**src/rtl/sap_pkg.sv**
```systemverilog
// Shared SAP-1 definitions: loader FSM state encoding and default bus/memory sizes
// used by program_loader, the control block and the program RAM.
package sap_pkg;

  localparam int SAP_ADDR_W  = 4;
  localparam int SAP_DATA_W  = 8;
  localparam int SAP_DEPTH   = 16;
  localparam int SAP_TIMEOUT = 255;

  typedef enum logic [2:0] {
    ST_IDLE  = 3'd0,
    ST_LOAD  = 3'd1,
    ST_CHECK = 3'd2,
    ST_RUN   = 3'd3,
    ST_ERROR = 3'd4
  } loader_state_t;

endpackage

```
**src/rtl/loader_timeout_ctr.sv**
```systemverilog
// Idle-cycle watchdog for the program loader: counts enabled cycles since the last clear
// and pulses o_expired on the cycle whose increment reaches TIMEOUT.
module loader_timeout_ctr #(
  parameter int TIMEOUT = 255
) (
  input  logic i_clk,
  input  logic i_resetn,
  input  logic i_clear,
  input  logic i_enable,
  output logic o_expired
);

  localparam int CW = (TIMEOUT < 2) ? 1 : $clog2(TIMEOUT);
  localparam logic [CW-1:0] LAST_CNT = CW'(TIMEOUT - 1);

  logic [CW-1:0] r_count;

  assign o_expired = i_enable && (r_count == LAST_CNT);

  always_ff @(posedge i_clk or negedge i_resetn) begin
    if (!i_resetn) begin
      r_count <= '0;
    end else if (i_clear || o_expired) begin
      r_count <= '0;
    end else if (i_enable) begin
      r_count <= r_count + CW'(1);
    end
  end

endmodule

```
**src/rtl/program_loader.sv**
```systemverilog
// Programming-mode sequencer: streams DEPTH bytes from ui_in into program RAM, then
// releases the CPU. Define PROG_LOADER_CHECKSUM_EN to require a trailing checksum byte.
module program_loader
  import sap_pkg::*;
#(
  parameter int ADDR_W  = SAP_ADDR_W,
  parameter int DATA_W  = SAP_DATA_W,
  parameter int DEPTH   = SAP_DEPTH,
  parameter int TIMEOUT = SAP_TIMEOUT
) (
  input  logic              i_clk,
  input  logic              i_resetn,
  input  logic              i_start,
  input  logic [DATA_W-1:0] i_ui_data,
  input  logic              i_ui_valid,
  output logic              o_ui_ready,
  output logic [ADDR_W-1:0] o_prog_addr,
  output logic [DATA_W-1:0] o_prog_data,
  output logic              o_prog_we,
  output logic              o_programming,
  output logic              o_cpu_resetn,
  output logic              o_done,
  output logic              o_error
);

  // One extra count bit so "all DEPTH words taken" is distinct from address DEPTH-1.
  localparam logic [ADDR_W:0] FULL_CNT = (ADDR_W + 1)'(DEPTH);

  loader_state_t r_state, w_nextState;

  logic [ADDR_W:0]   r_count;
  logic [ADDR_W-1:0] r_progAddr;
  logic [DATA_W-1:0] r_progData;
  logic              r_progWe;

  logic w_full, w_ready, w_accept, w_write, w_startLoad, w_expired;

  assign w_full      = (r_count == FULL_CNT);
  assign w_ready     = ((r_state == ST_LOAD) && !w_full) || (r_state == ST_CHECK);
  assign w_accept    = w_ready && i_ui_valid;
  assign w_write     = w_accept && (r_state == ST_LOAD);
  assign w_startLoad = i_start && (r_state inside {ST_IDLE, ST_RUN, ST_ERROR});

  loader_timeout_ctr #(.TIMEOUT(TIMEOUT)) u_timeout (
    .i_clk     (i_clk),
    .i_resetn  (i_resetn),
    .i_clear   (!w_ready || w_accept),
    .i_enable  (w_ready && !w_accept),
    .o_expired (w_expired)
  );

`ifdef PROG_LOADER_CHECKSUM_EN
  logic [DATA_W-1:0] r_sum;
  logic [DATA_W-1:0] w_sumTotal;
  logic              w_sumOk;

  assign w_sumTotal = r_sum + i_ui_data;
  assign w_sumOk    = (w_sumTotal == '0);

  always_ff @(posedge i_clk or negedge i_resetn) begin
    if (!i_resetn) begin
      r_sum <= '0;
    end else if (w_startLoad) begin
      r_sum <= '0;
    end else if (w_write) begin
      r_sum <= w_sumTotal;
    end
  end
`endif

  always_ff @(posedge i_clk or negedge i_resetn) begin
    if (!i_resetn) begin
      r_state <= ST_IDLE;
    end else begin
      r_state <= w_nextState;
    end
  end

  always_comb begin
    w_nextState = r_state;
    case (r_state)
      ST_IDLE, ST_RUN, ST_ERROR: begin
        if (i_start) w_nextState = ST_LOAD;
      end
      ST_LOAD: begin
        // Leave only after the final write cycle has been issued.
        if (w_full) begin
`ifdef PROG_LOADER_CHECKSUM_EN
          w_nextState = ST_CHECK;
`else
          w_nextState = ST_RUN;
`endif
        end else if (w_expired) begin
          w_nextState = ST_ERROR;
        end
      end
`ifdef PROG_LOADER_CHECKSUM_EN
      ST_CHECK: begin
        if (w_accept)       w_nextState = w_sumOk ? ST_RUN : ST_ERROR;
        else if (w_expired) w_nextState = ST_ERROR;
      end
`endif
      default: w_nextState = ST_IDLE;
    endcase
  end

  always_ff @(posedge i_clk or negedge i_resetn) begin
    if (!i_resetn) begin
      r_count    <= '0;
      r_progAddr <= '0;
      r_progData <= '0;
      r_progWe   <= 1'b0;
    end else begin
      r_progWe <= w_write;
      if (w_startLoad) begin
        r_count <= '0;
      end else if (w_write) begin
        r_count    <= r_count + (ADDR_W + 1)'(1);
        r_progAddr <= r_count[ADDR_W-1:0];
        r_progData <= i_ui_data;
      end
    end
  end

  assign o_ui_ready    = w_ready;
  assign o_prog_addr   = r_progAddr;
  assign o_prog_data   = r_progData;
  assign o_prog_we     = r_progWe;
  assign o_programming = (r_state == ST_LOAD) || (r_state == ST_CHECK);
  assign o_cpu_resetn  = (r_state == ST_RUN);
  assign o_done        = (r_state == ST_RUN);
  assign o_error       = (r_state == ST_ERROR);

endmodule

```
**config.mk**
```make
export PLATFORM = sky130hd
export DESIGN_NAME = program_loader
export DESIGN_NICKNAME = d
export VERILOG_FILES = /design/src/rtl/sap_pkg.sv /design/src/rtl/loader_timeout_ctr.sv /design/src/rtl/program_loader.sv
export SDC_FILE = /design/constraint.sdc
export NUM_CORES = 1
export LEC_CHECK = 0
export BUFFER_PORTS_ARGS = -buffer_cell sky130_fd_sc_hd__buf_2
export CORE_MARGIN = 3
export CORE_UTILIZATION = 28
export CTS_CLUSTER_DIAMETER = 120
export DETAILED_ROUTE_END_ITERATION = 7
export SKIP_LAST_GASP = 1
export SLEW_MARGIN = 20
export SYNTH_ARGS = -nofsm -noshare
export SYNTH_HDL_FRONTEND = slang
export SYNTH_SLANG_ARGS = --single-unit
```
**constraint.sdc**
```tcl
create_clock -name i_clk -period 1.5 [get_ports i_clk]
set_input_delay 0.15 -clock i_clk [delete_from_list [all_inputs] [get_ports i_clk]]
set_output_delay 0.15 -clock i_clk [all_outputs]
set_load 0.1 [all_outputs]
```
After elaboration in Yosys (flattened, before gate mapping)
Index checks and enable logic that the tools add are counted.
{"block": "totals", "in_bits": 12, "word_cells": 45, "out_inout_bits": 18, "regBits": 29}
{"block": "classes", "mux": 8, "n_bitwise": 1, "reduce_logical": 20, "addsub": 2, "n_eq_ne": 8}
{"op": "8-bit two-way mux", "count": 2}
{"op": "5-bit two-way mux", "count": 2}
{"op": "3-bit two-way mux", "count": 3}
{"op": "8-bit by 1-bit adder with 8-bit output, second input constant", "count": 1}
{"op": "8-bit equality test, second input constant", "count": 1}
{"op": "3-bit by 2-bit equality test with 1-bit output, second input constant", "count": 2}
{"op": "1-bit logical AND", "count": 6}
{"op": "3-bit case mux with 2 select lines", "count": 1}
{"op": "5-bit by 1-bit adder with 5-bit output, second input constant", "count": 1}
{"op": "5-bit equality test, second input constant", "count": 1}
{"op": "1-bit logical OR", "count": 4}
{"op": "2-bit AND reduction", "count": 2}
{"op": "2-bit nonzero test", "count": 2}
{"op": "3-bit by 1-bit equality test with 1-bit output, second input constant", "count": 1}
{"op": "3-bit equality test, second input constant", "count": 1}
{"op": "1-bit zero test", "count": 3}
{"op": "3-bit zero test", "count": 1}
{"op": "3-bit by 2-bit inequality test with 1-bit output, second input constant", "count": 1}
{"op": "3-bit nonzero test", "count": 1}
{"op": "3-bit OR reduction", "count": 1}
{"op": "2-bit inequality test, second input constant", "count": 1}
{"op": "1-bit NOT", "count": 1}

Depth between registers and ports, before layout
Gate-level depths: netlist (run 1).
{"block": "depth", "word_depth": 11, "ltp_mapped": 6, "ltp_nobuf": 5}

By module
From an unflattened synthesis (run 1), not the netlist that was laid out.
{"block": "hier_totals", "cells_unflattened": 122, "hier_area_um2": 1422.6}
{"module": "program_loader", "cells_each": 79, "instances": 1, "area_per_inst_um2": 984.7}
{"module": "loader_timeout_ctr", "cells_each": 43, "instances": 1, "area_per_inst_um2": 437.9}

Worst setup path after synthesis (run 1)
OpenSTA, ideal clock, no wires.
{"block": "synth_path", "path_kind": "register to output", "from": "register r_state[1]", "to": "output o_programming", "stages_incl_launch_ff": 4, "n_path_buf": 1, "arrival_ps": 1872, "slack_ps": -522, "cell_sequence": "dfrtp_1 -> buf_4 -> xnor2_1 -> nor2_1"}
{"block": "synth_between", "elab_chain_len": 2, "elab_cells_between_ends": 3, "classes_between": "2 x eq/ne; 1 x reduce/logical"}
{"item": "start, declared", "line": "program_loader.sv:29", "rtl": "loader_state_t r_state, w_nextState;"}
{"item": "start signal, assigned", "line": "program_loader.sv:75", "rtl": "r_state <= w_nextState;"}
{"item": "3-bit by 1-bit equality test with 1-bit output or 3-bit by 2-bit equality test with 1-bit output (tied branches)", "line": "program_loader.sv:129", "rtl": "assign o_programming = (r_state == ST_LOAD) || (r_state == ST_CHECK);"}
{"item": "1-bit logical OR (*)", "line": "program_loader.sv:129"}
{"item": "end, declared", "line": "program_loader.sv:20", "rtl": "output logic o_programming,"}
Mark *: on every way between the ends. The rest lies on a longest branch, timed or not.

Final worst setup path (run 1)
{"block": "layout_path", "from": "register r_count[0]", "to": "output o_ui_ready"}
{"block": "layout_between", "elab_chain_len": 4}
{"item": "start, declared", "line": "program_loader.sv:31", "rtl": "logic [ADDR_W:0] r_count;"}
{"item": "start signal, assigned", "line": "program_loader.sv:118", "rtl": "r_count <= r_count + (ADDR_W + 1)'(1);"}
{"item": "5-bit equality test", "line": "program_loader.sv:38", "rtl": "assign w_full = (r_count == FULL_CNT);"}
{"item": "1-bit zero test", "line": "program_loader.sv:39", "rtl": "assign w_ready = ((r_state == ST_LOAD) && !w_full) || (r_state == ST_CHECK);"}
{"item": "1-bit logical AND", "line": "program_loader.sv:39"}
{"item": "1-bit logical OR", "line": "program_loader.sv:39"}
{"item": "end, declared", "line": "program_loader.sv:16", "rtl": "output logic o_ui_ready,"}
No other way between the ends.

==> results.ini, run 1 <==
[synth]
synthCells=120
yosysSeqAreaShare_pct=51.3
muxShareOfSynthArea_pct=11.3
synth_enable_flop_cells=0
yosysUniqueCellTypes=36
synthAdderAreaFrac_pct=3.54
avgSynthCellArea_um2=11.8
synthSimpleGateAreaFrac_pct=17.2
syn-num-nets=136
synth_warnings=0
synth-compound-area-share_pct=10.2
yosysTopAreaCell=dfrtp_1
synth-seq-cells=29
ys.flop_type=dfrtp_1
ys_async_sr_fraction_pct=100
synth_area_leaders=dfrtp_1, mux2_4, ha_1, o21ai_0, mux2_2
synth_top_area_share_pct=51.3
synth_top_family_by_area=simple AND/OR/NAND/NOR gates
syn_area_um2=1410
synthXorXnorAreaFrac_pct=2.48

[drt]
wire_per_inst_um=12.2
drc_errors=0
avgViaCountPerCell=4.52
antenna_left=0
drtPass1Iterations=2
drt_iter0_drc=54
routed_wl_um=2980
vias=1102

[floorplanning]
die_h_um=77.1
die-area_um2=5940
core-area_um2=4820
initial_core_util_pct=29.4
ioPinCount=30
die_w_um=77.1
rows=25

[placement]
routabilityCongestion=0.728
place_area_um2=1810
place_hpwl_um=2040
io_buffers=29

[worst_setup_path]
required_ns=1.35
critPathCaptureType=output pin
arrival_ns=1.61
r2r-start=r_count[0]
reg2reg_depth=8
startpoint_type=register
crit_type=register to output pin
worstPathMaxFanout=2
rr_endpoint=o_prog_data[2]
rrSetupSlack_ns=-0.22

[global_route]
grt_pass1_vias=1055
overflow=0
grt_usage_pct=9.96
grt_max_degree=30
antenna_found_initial=0
grt_pass1_wl_um=4830

[sta]
setup_ws_ns=-0.260
fmaxAchievable_ghz=0.568
rsz0062_at_grt=true
slew_violations=0
clock_skew_ns=0.00308
min_period_over_period_pct=117
finalSetupViolCount=17
max-slew-margin-rel_pct=57.6
tightest_slew_ns=0.636
period_needed_ns=1.76
hold_violations=0

[layout]
fin_area_um2=2070
syn_to_final_growth_pct=46.6
final_cell_mix=dfrtp_1, buf_2, buf_4, o21ai_0
drive_above_1_share_pct=46.3
seqCellArea_um2=728
antenna_cells=0
final_core_util_pct=43.0
multi_input_area_um2=679
n_fill_cell=465
mostFrequentLayoutCell=dfrtp_1
final_nets=192

[pwr]
leakage_uw=0.000955
vdd_drop_max_mv=0.753
power_density_nw_per_um2=1690

[clock_network]
h-tree-depth=2
cts_tree=built
clock_latency_ns=0.27
numCtsBuffers=5
clock-sinks=29
clk_pin_slew_worst_paths_ns=0.06
cts_buffer_depth=2
clockRootBuffer=clkbuf_8

[run_status]
status=finished, violations left
violations=setup timing

[run]
maxCapViolCount=0

[hold_path]
hp-class=primary input to register
hold_depth=2
whs_endpoint=o_prog_data[0]
hp-start=i_ui_data[0]

[per-stage QoR]
step,instances,hold slack [ns],worst slack [ns],TNS [ns],total power (uW)
after detailed placement,227,0.214,-0.0714,-0.149,2630
final,244,0.104,-0.260,-2.74,3500
after floorplan,120,-0.146,-0.300,-0.368,2260
after global routing,244,0.0988,-0.366,-4.92,3670
after global placement,227,0.215,-0.0505,-0.0505,2620
after CTS,237,0.0963,-0.299,-1.44,3480
[cells by family (layout without fill, tap and decap cells)]
kind of cell / count (synthesis) / count (layout)
muxes: 12 / 12
AOI/OAI and AO/OA: 23 / 23
adders and majority gates: 4 / 4
xor gates and xnor gates: 4 / 4
buffers and inverters: 11 / 68
and+or+nand+nor: 37 / 37
DFF: 29 / 29
[state kept, by name, summed over array words and instances, names as in the netlist]
name / count
o_prog_addr: 4
o_prog_data: 8
o_prog_we: 1
r_count: 5
r_state: 3
u_timeout.r_count: 8
[layer usage]
metal / track usage (%) / wire length [um] / share of wire [%] / vias up
li1: - / - / - / 546
met1: 14.1 / 1460 / 49 / 532
met2: 14.5 / 1370 / 46 / 21
met3: 3.29 / 139 / 4.7 / 3
met4: 2.67 / 17 / 0.57 / 0
met5: 0 / 0 / 0 / -
[power by group]
part           internal [uW]  total, uW  switching [uW]
clock                    541        824             284
combinational            489       1640            1160
sequential               941       1030            93.2
[area by class of cell]
type / count / share of cell area (%)
clock buffers: 7 / 4.16
repair buffers: 52 / 20.8
clock inverters: 1 / 1.45
flip-flops and latches: 29 / 35.1
well taps: 67 / 4.04
inverters: 8 / 1.63
multi-input cells: 80 / 32.8
[worst max-delay path, stage by stage, from the launching register on]
cell	delay [ns]
dfrtp_1	0.38
inv_1	0.06
ha_1	0.16
nand4bb_1	0.16
a22oi_2	0.26
clkinvlp_4	0.13
buf_6	0.19
[cells in the mapped netlist, types with 4 or more instances]
cell type	n
inv_1	8
or3_1	6
nor2_1	4
ha_1	4
dfrtp_1	29
o21ai_0	10
nand3_1	5
nor3_1	5
mux2_4	7
mux2_2	4
[worst max path at each step]
| stage | start | endpoint | slack, ns | cells past startpoint |
|---|---|---|---|---|
| final | r_count[0] | o_ui_ready | -0.26 | 6 |
| after CTS | r_count[0] | o_ui_ready | -0.30 | 6 |
| after global placement | r_count[0] | o_ui_ready | -0.05 | 6 |
| after detailed placement | r_count[0] | o_ui_ready | -0.07 | 6 |
| after global routing | r_count[0] | o_ui_ready | -0.37 | 6 |
| after floorplan | r_count[0] | o_ui_ready | -0.30 | 5 |
[timing repair]
action | in CTS | in global routing
pin swaps | 1 | 2
setup buffers | 2 | 7
endpoints found under the hold margin | 29 | 0
hold buffers | 1 | 0
gates cloned | 0 | 1
resized for setup | 10 | 7
endpoints found under the setup margin | 13 | 29
(Power assumes the default switching activity.)
==> run 2, diff against run 1 <==
--- a/config.mk
+++ b/config.mk
@@ -5,6 +5,7 @@
 export SDC_FILE = /design/constraint.sdc
 export NUM_CORES = 1
 export LEC_CHECK = 0
+export ABC_AREA = 1
 export BUFFER_PORTS_ARGS = -buffer_cell sky130_fd_sc_hd__buf_2
 export CORE_MARGIN = 3
 export CORE_UTILIZATION = 28
==> run 2 against run 1 <==
Against the previous run:
- the run now ends clean
- clock power rose by 1%
- area after synthesis rose by 0.62%
- setup slack better by 0.27 ns
- synthesized cell count is 43% higher
- wire length rose by 0.57%
- critical path depth up 2
- sequential power is 7% higher
- fmax rose by 18%
- non-clock buffer count is 8 lower
- first-iteration DRC count increased by 54%
- critical path type unchanged
==> results.ini, run 2 <==
[run_status]
status=finished clean

[worst_setup_path]
worstPathMaxFanout=2  ; unchanged
startpoint_type=register
crit_type=register to output pin
arrival_ns=1.34  ; -0.27 ns
reg2reg_depth=10  ; +2
cp_cell_sequence=inv_2 -> ha_4 -> nand2_4 -> inv_2 -> nand2_2 -> nand2_4 -> nand2_8 -> buf_12
required_ns=1.35  ; about the same
critPathCaptureType=output pin
critPathSlowestCell=dfrtp_1
slowest_delay_ns=0.39  ; about the same

[pwr]
leakage_uw=0.00107  ; +12%
sw_frac_of_total_pct=50.7  ; +7.0 points
vdd_drop_max_mv=1.17  ; +56%
internal-power_uw=2210  ; +12%
combPwrFrac_pct=56.9  ; +10 points
power_density_nw_per_um2=2130  ; +26%
switching_power_uw=2270  ; +48%
seqPwrFrac_pct=24.5  ; -5.0 points
pwr-share-clk_pct=18.6  ; -4.9 points

[sta]
clock_skew_ns=0.00708  ; +0.00400 ns
period_needed_ns=1.49  ; -0.266 ns
setup_ws_ns=0.00588  ; +0.266 ns
min_period_over_period_pct=99.6  ; -18 points
finalSetupViolCount=0  ; -17
tightest_slew_ns=0.661  ; +0.0249 ns
hold_violations=0  ; unchanged
fmaxAchievable_ghz=0.669  ; +18%
max-slew-margin-rel_pct=56.0  ; -1.7 points
rsz0062_at_grt=true
slew_violations=0  ; unchanged

[layout]
drive_above_1_share_pct=38.6  ; -7.7 points
seqCellArea_um2=726  ; -0.34%
n_fill_cell=506  ; +8.8%
final_nets=235  ; +22%
final_cell_mix=nand2_1, dfrtp_1, buf_2, nand3_1, nor2_1
stdcell_count=287  ; +18%
mostFrequentLayoutCell=nand2_1
syn_to_final_growth_pct=48.0
multi_input_area_um2=713  ; +5.0%
antenna_cells=0  ; unchanged

[clock_network]
clk_pin_slew_worst_paths_ns=0.07  ; about the same
cts_buffer_depth=2  ; unchanged
h-tree-depth=2  ; unchanged
clockRootBuffer=clkbuf_8
clock-sinks=29  ; unchanged
numCtsBuffers=5  ; unchanged
clock_latency_ns=0.28  ; about the same
cts_tree=built

[hold_path]
hp-class=primary input to register
hold_depth=3  ; +1

[synth]
yosysTopAreaCell=dfrtp_1
syn-num-nets=187  ; +38%
yosysSeqAreaShare_pct=51.0  ; -0.32 points
synth_area_leaders=dfrtp_1, nand2_1, nand3_1, inv_1, nor2_1
synth_top_cells_by_count=nand2_1, dfrtp_1, nand3_1
syn_area_um2=1420  ; +0.62%
avgSynthCellArea_um2=8.32  ; -29%
synthCells=171  ; +43%
ys_async_sr_fraction_pct=100  ; unchanged
yosysUniqueCellTypes=18  ; -50%
synth_enable_flop_cells=0  ; unchanged
ys.flop_type=dfrtp_1
synth-seq-cells=29  ; unchanged
synth_top_area_share_pct=51.0  ; -0.32 points
synth_warnings=0  ; unchanged
synth.most_common_cell=nand2_1

[drt]
vias=1217  ; +10%
avgViaCountPerCell=4.24  ; -6.1%
drt_iter0_drc=83  ; +54%
routed_wl_um=3000  ; +0.57%
drtPass1Iterations=4  ; +2
drc_errors=0  ; unchanged
wire_per_inst_um=10.4  ; -14%
antenna_left=0  ; unchanged

[global_route]
grt_max_degree=30  ; unchanged
grt_pass1_vias=1125  ; +6.6%
antenna_found_initial=0  ; unchanged
grt_usage_pct=10.2  ; +0.20 points
overflow=0  ; unchanged
grt_pass1_wl_um=4820  ; -0.29%

[floorplanning]
die_w_um=77.3  ; +0.29%
die_h_um=77.3  ; +0.29%
ioPinCount=30  ; unchanged
die-area_um2=5970  ; +0.57%
initial_core_util_pct=29.5  ; +0.18 points
core-area_um2=4820  ; unchanged
rows=25  ; unchanged

[placement]
place_ws_ns=0.0424  ; +0.114 ns
io_buffers=29  ; unchanged
dp.cells=269  ; +19%
place_hpwl_um=2060  ; +0.91%
routabilityCongestion=0.782  ; +7.4%

[run]
maxCapViolCount=0  ; unchanged

[run 2: area by class of cell]
class                           instances  area share, %
Clock inverter                          2           1.78
Tap cell                               67           3.98
Multi-Input combinational cell        120           33.9
Inverter                               19           3.68
Sequential cell                        29           34.5
Timing Repair Buffer                   44           18.3
Clock buffer                            6           3.92
[run 2: path summary, 6_finish.rpt]
| check | start | endpoint | slack [ns] |
|---|---|---|---|
| max in group asynchronous | i_resetn | o_prog_addr[2] | 0.62 |
| max reg2reg | r_state[1] | o_prog_addr[3] | 0.02 |
| min in group asynchronous | i_resetn | r_state[0] | 0.45 |
| min reg2reg | o_prog_addr[2] | o_prog_addr[2] | 0.48 |
| max | r_count[0] | o_ui_ready | 0.006 |
| min | i_ui_data[6] | o_prog_data[6] | 0.06 |
[run 2: power by group through the flow]
stage | clock network, uW | registers [uW] | logic [uW]
detailed placement | 0 | 1100 | 2250
CTS | 869 | 1080 | 2360
global placement | 0 | 1100 | 2240
floorplan | 0 | 1960 | 854
global route | 898 | 1120 | 2690
finish | 834 | 1100 | 2550
[run 2: worst max-delay path, delay by kind of cell, from the launching register on]
kind                       cells  cell delay (ns)
adders and majority gates      1             0.14
and+or+nand+nor                4             0.24
buffers and inverters          3             0.29
DFF                            1             0.39
[run 2: what timing repair did]
item,in CTS,in global routing
endpoints found under the hold margin,29,0
setup endpoints to repair,2,25
cloned,0,1
setup buffers,5,4
pin swaps,0,9
hold buffers,1,0
gates resized for setup,1,23
[run 2: cell families (layout without fill, tap and decap cells)]
family,after synthesis,after routing,synth area share [%]
buffers and inverters,22,71,7.12
flip-flops,29,29,51.0
AO/OA/AOI/OAI,6,6,3.17
XOR/XNOR,6,6,3.69
adder cells (fa/ha/maj),4,4,3.52
AND/OR/NAND/NOR,104,104,31.5
[run 2: per-stage QoR]
stage / TNS, ns / hold WS (ns) / total power (uW) / area, um2 / util (%)
finish: 0 / 0.0603 / 4480 / 2110 / 43.7
global route: -0.695 / 0.0682 / 4710 / 2110 / 43.7
global placement: 0 / 0.223 / 3340 / 1790 / 37.1
detailed placement: 0 / 0.233 / 3350 / 1790 / 37.1
floorplan: -0.0290 / -0.146 / 2810 / 1480 / -
CTS: -0.0248 / 0.0520 / 4310 / 1960 / 40.8
[run 2: per-layer routing]
layer,routed length (um),GRT usage (%),vias to the layer above
met3,146,3.29,2
met2,1480,16.3,25
met1,1360,12.7,565
met5,0,0,-
li1,-,-,625
met4,12,3.74,0
==> run 3, diff against run 2 <==
--- a/config.mk
+++ b/config.mk
@@ -6,11 +6,11 @@
 export NUM_CORES = 1
 export LEC_CHECK = 0
 export ABC_AREA = 1
-export BUFFER_PORTS_ARGS = -buffer_cell sky130_fd_sc_hd__buf_2
 export CORE_MARGIN = 3
 export CORE_UTILIZATION = 28
 export CTS_CLUSTER_DIAMETER = 120
 export DETAILED_ROUTE_END_ITERATION = 7
+export DONT_BUFFER_PORTS = 1
 export SKIP_LAST_GASP = 1
 export SLEW_MARGIN = 20
 export SYNTH_ARGS = -nofsm -noshare
==> constraint.sdc (replaced) <==
create_clock -name i_clk -period 1.25 [get_ports i_clk]
set_input_delay 0.125 -clock i_clk [delete_from_list [all_inputs] [get_ports i_clk]]
set_output_delay 0.125 -clock i_clk [all_outputs]
set_load 0.1 [all_outputs]
==> run 3 against run 2 <==
Against the previous run:
- the flow now finishes with violations (setup timing)
- clock-buffer cell count unchanged
- sequential share of layout area down 4.6 points
- sequential power grew 22%
- register-to-register slack got worse by 0.25 ns
- utilization up 6.8 points
- largest power group unchanged
- critical endpoint unchanged
- critical path type unchanged
- largest cell class is now multi-input gates
==> results.ini, run 3 (synthesis results as in run 2) <==
[pwr]
power_uw=5850  ; +31%
power_density_nw_per_um2=2400  ; +13%
vdd_drop_max_mv=1.41  ; +20%
leakage_uw=0.00118  ; +10%

[worst_setup_path]
r2r-start=r_count[0]
reg2reg_depth=12  ; +2
crit_type=register to output pin
rr_endpoint=r_count[3]
worstPathMaxFanout=3  ; +1
rrSetupSlack_ns=-0.23  ; -0.25 ns
required_ns=1.12  ; -0.23 ns
startpoint_type=register
arrival_ns=1.36  ; +0.02 ns
critPathCaptureType=output pin

[drt]
top_layer=met4
drtPass1Iterations=4  ; unchanged
avgViaCountPerCell=4.21  ; -0.75%
vias=1292  ; +6.2%
drc_errors=0  ; unchanged
antenna_left=0  ; unchanged
wl_met1_um=1460  ; +7.5%
wire_per_inst_um=11.4  ; +9.5%
wl_met2_um=1850  ; +25%
drt_iter0_drc=36  ; -57%
routed_wl_um=3510  ; +17%
wl_met3_um=105  ; -28%

[run_status]
status=finished, violations left
violations=setup timing

[floorplanning]
initial_core_util_pct=29.5  ; unchanged
ioPinCount=30  ; unchanged
die-area_um2=5970  ; unchanged
die_w_um=77.3  ; unchanged
core-area_um2=4820  ; unchanged
die_h_um=77.3  ; unchanged
rows=25  ; unchanged

[global_route]
overflow=0  ; unchanged
grt_pass1_wl_um=5890  ; +22%
antenna_found_initial=0  ; unchanged
grt_pass1_vias=1371  ; +22%
grt_usage_pct=12.7  ; +2.5 points
grt_max_degree=30  ; unchanged

[layout]
n_fill_cell=447  ; -12%
final_cell_mix=nand2_1, buf_4, dfrtp_1, nor2_1, nand3_1
syn_to_final_growth_pct=71.2
drive_above_1_share_pct=47.5  ; +8.9 points
mostFrequentLayoutCell=nand2_1
fin_area_um2=2430  ; +16%
multi_input_area_um2=820  ; +15%
seqCellArea_um2=727  ; +0.17%
antenna_cells=0  ; unchanged
final_nets=255  ; +8.5%

[sta]
setup_ws_ns=-0.232  ; -0.238 ns
rsz0062_at_grt=true
min_period_over_period_pct=119
period_needed_ns=1.48
clock_skew_ns=0.00544  ; -0.00164 ns
finalSetupViolCount=34  ; +34
hold_violations=0  ; unchanged
slew_violations=0  ; unchanged
tightest_slew_ns=0.316  ; -0.345 ns
max-slew-margin-rel_pct=79.0  ; +23 points
fmaxAchievable_ghz=0.675

[placement]
routabilityCongestion=0.773  ; -1.2%
io_buffers=0  ; -100%
place_ws_ns=-0.149  ; -0.192 ns
place_hpwl_um=2210  ; +7.2%
place_area_um2=1900  ; +6.3%

[clock_network]
clock-sinks=29  ; unchanged
cts_tree=built
h-tree-depth=2  ; unchanged
clock_latency_ns=0.29  ; about the same
numCtsBuffers=5  ; unchanged
clockRootBuffer=clkbuf_8
cts_buffer_depth=2  ; unchanged
clk_pin_slew_worst_paths_ns=0.06  ; about the same

[hold_path]
hp-class=primary input to register
hold_depth=3  ; unchanged
hp-start=i_ui_valid
whs_endpoint=u_timeout.r_count[3]

[run]
maxCapViolCount=0  ; unchanged

-- run 3: changes by cell type in the layout (fill, tap and decap cells not counted), sizes merged --
cell / change
buf: +13
bufinv: -1
clkbuf: -1
clkinv: +2
clkinvlp: -1
dlygate4sd3: +8
-- run 3: worst max-delay path: stages (launching register included) --
cell and delay [ns]:
dfrtp_1 0.39, inv_2 0.09, ha_4 0.13, nand2_2 0.05, inv_2 0.05, nand2_2 0.05
nand2_4 0.08, nand2_8 0.06, buf_12 0.16
-- run 3: per-layer routing --
| metal | up-vias | GRT usage (%) |
|---|---|---|
| li1 | 669 | - |
| met4 | 0 | 7.12 |
| met1 | 588 | 13.9 |
| met2 | 26 | 21.6 |
| met5 | - | 0 |
| met3 | 9 | 3.87 |
-- run 3: worst max-delay path by stage --
stage / from / end / slack, ns / depth (start not counted)
2_1_floorplan: r_count[0] / o_prog_addr[1] / -0.24 / 11
3_3_place_gp: r_count[1] / o_prog_data[1] / -0.1 / 11
3_5_place_dp: r_count[0] / r_count[0] / -0.15 / 11
4_1_cts: r_count[0] / o_ui_ready / -0.26 / 8
5_1_grt: r_count[0] / r_count[3] / -0.30 / 12
6_report: r_count[0] / o_ui_ready / -0.23 / 8
-- run 3: report_power, final --
part	switching [uW]	internal, uW
combinational	2430	1270
clock	375	445
sequential	180	1160
-- run 3: repair_timing --
item,CTS,global route
gates resized for setup,40,20
buffers inserted,8,3
pin swaps,4,7
endpoints found under the hold margin,37,0
hold buffers,10,0
setup endpoints to repair,33,34
-- run 3: layout make-up --
class,count,share of cell area [%]
Multi-Input combinational cell,120,33.7
Inverter,19,3.60
Timing Repair Buffer,64,25.5
Clock buffer,6,3.39
Sequential cell,29,29.9
Tap cell,67,3.44
Clock inverter,2,0.565
-- run 3: per-stage QoR --
step | setup TNS [ns] | hold slack, ns | cells | util, %
after detailed placement | -3.20 | -0.169 | 278 | 39.4
after floorplan | -5.42 | -0.171 | 171 | -
after CTS | -6.02 | 0.0196 | 304 | 48.6
after global placement | -2.18 | -0.169 | 278 | 39.4
final | -5.92 | 0.0238 | 307 | 50.5
after global routing | -8.10 | 0.0169 | 307 | 50.5
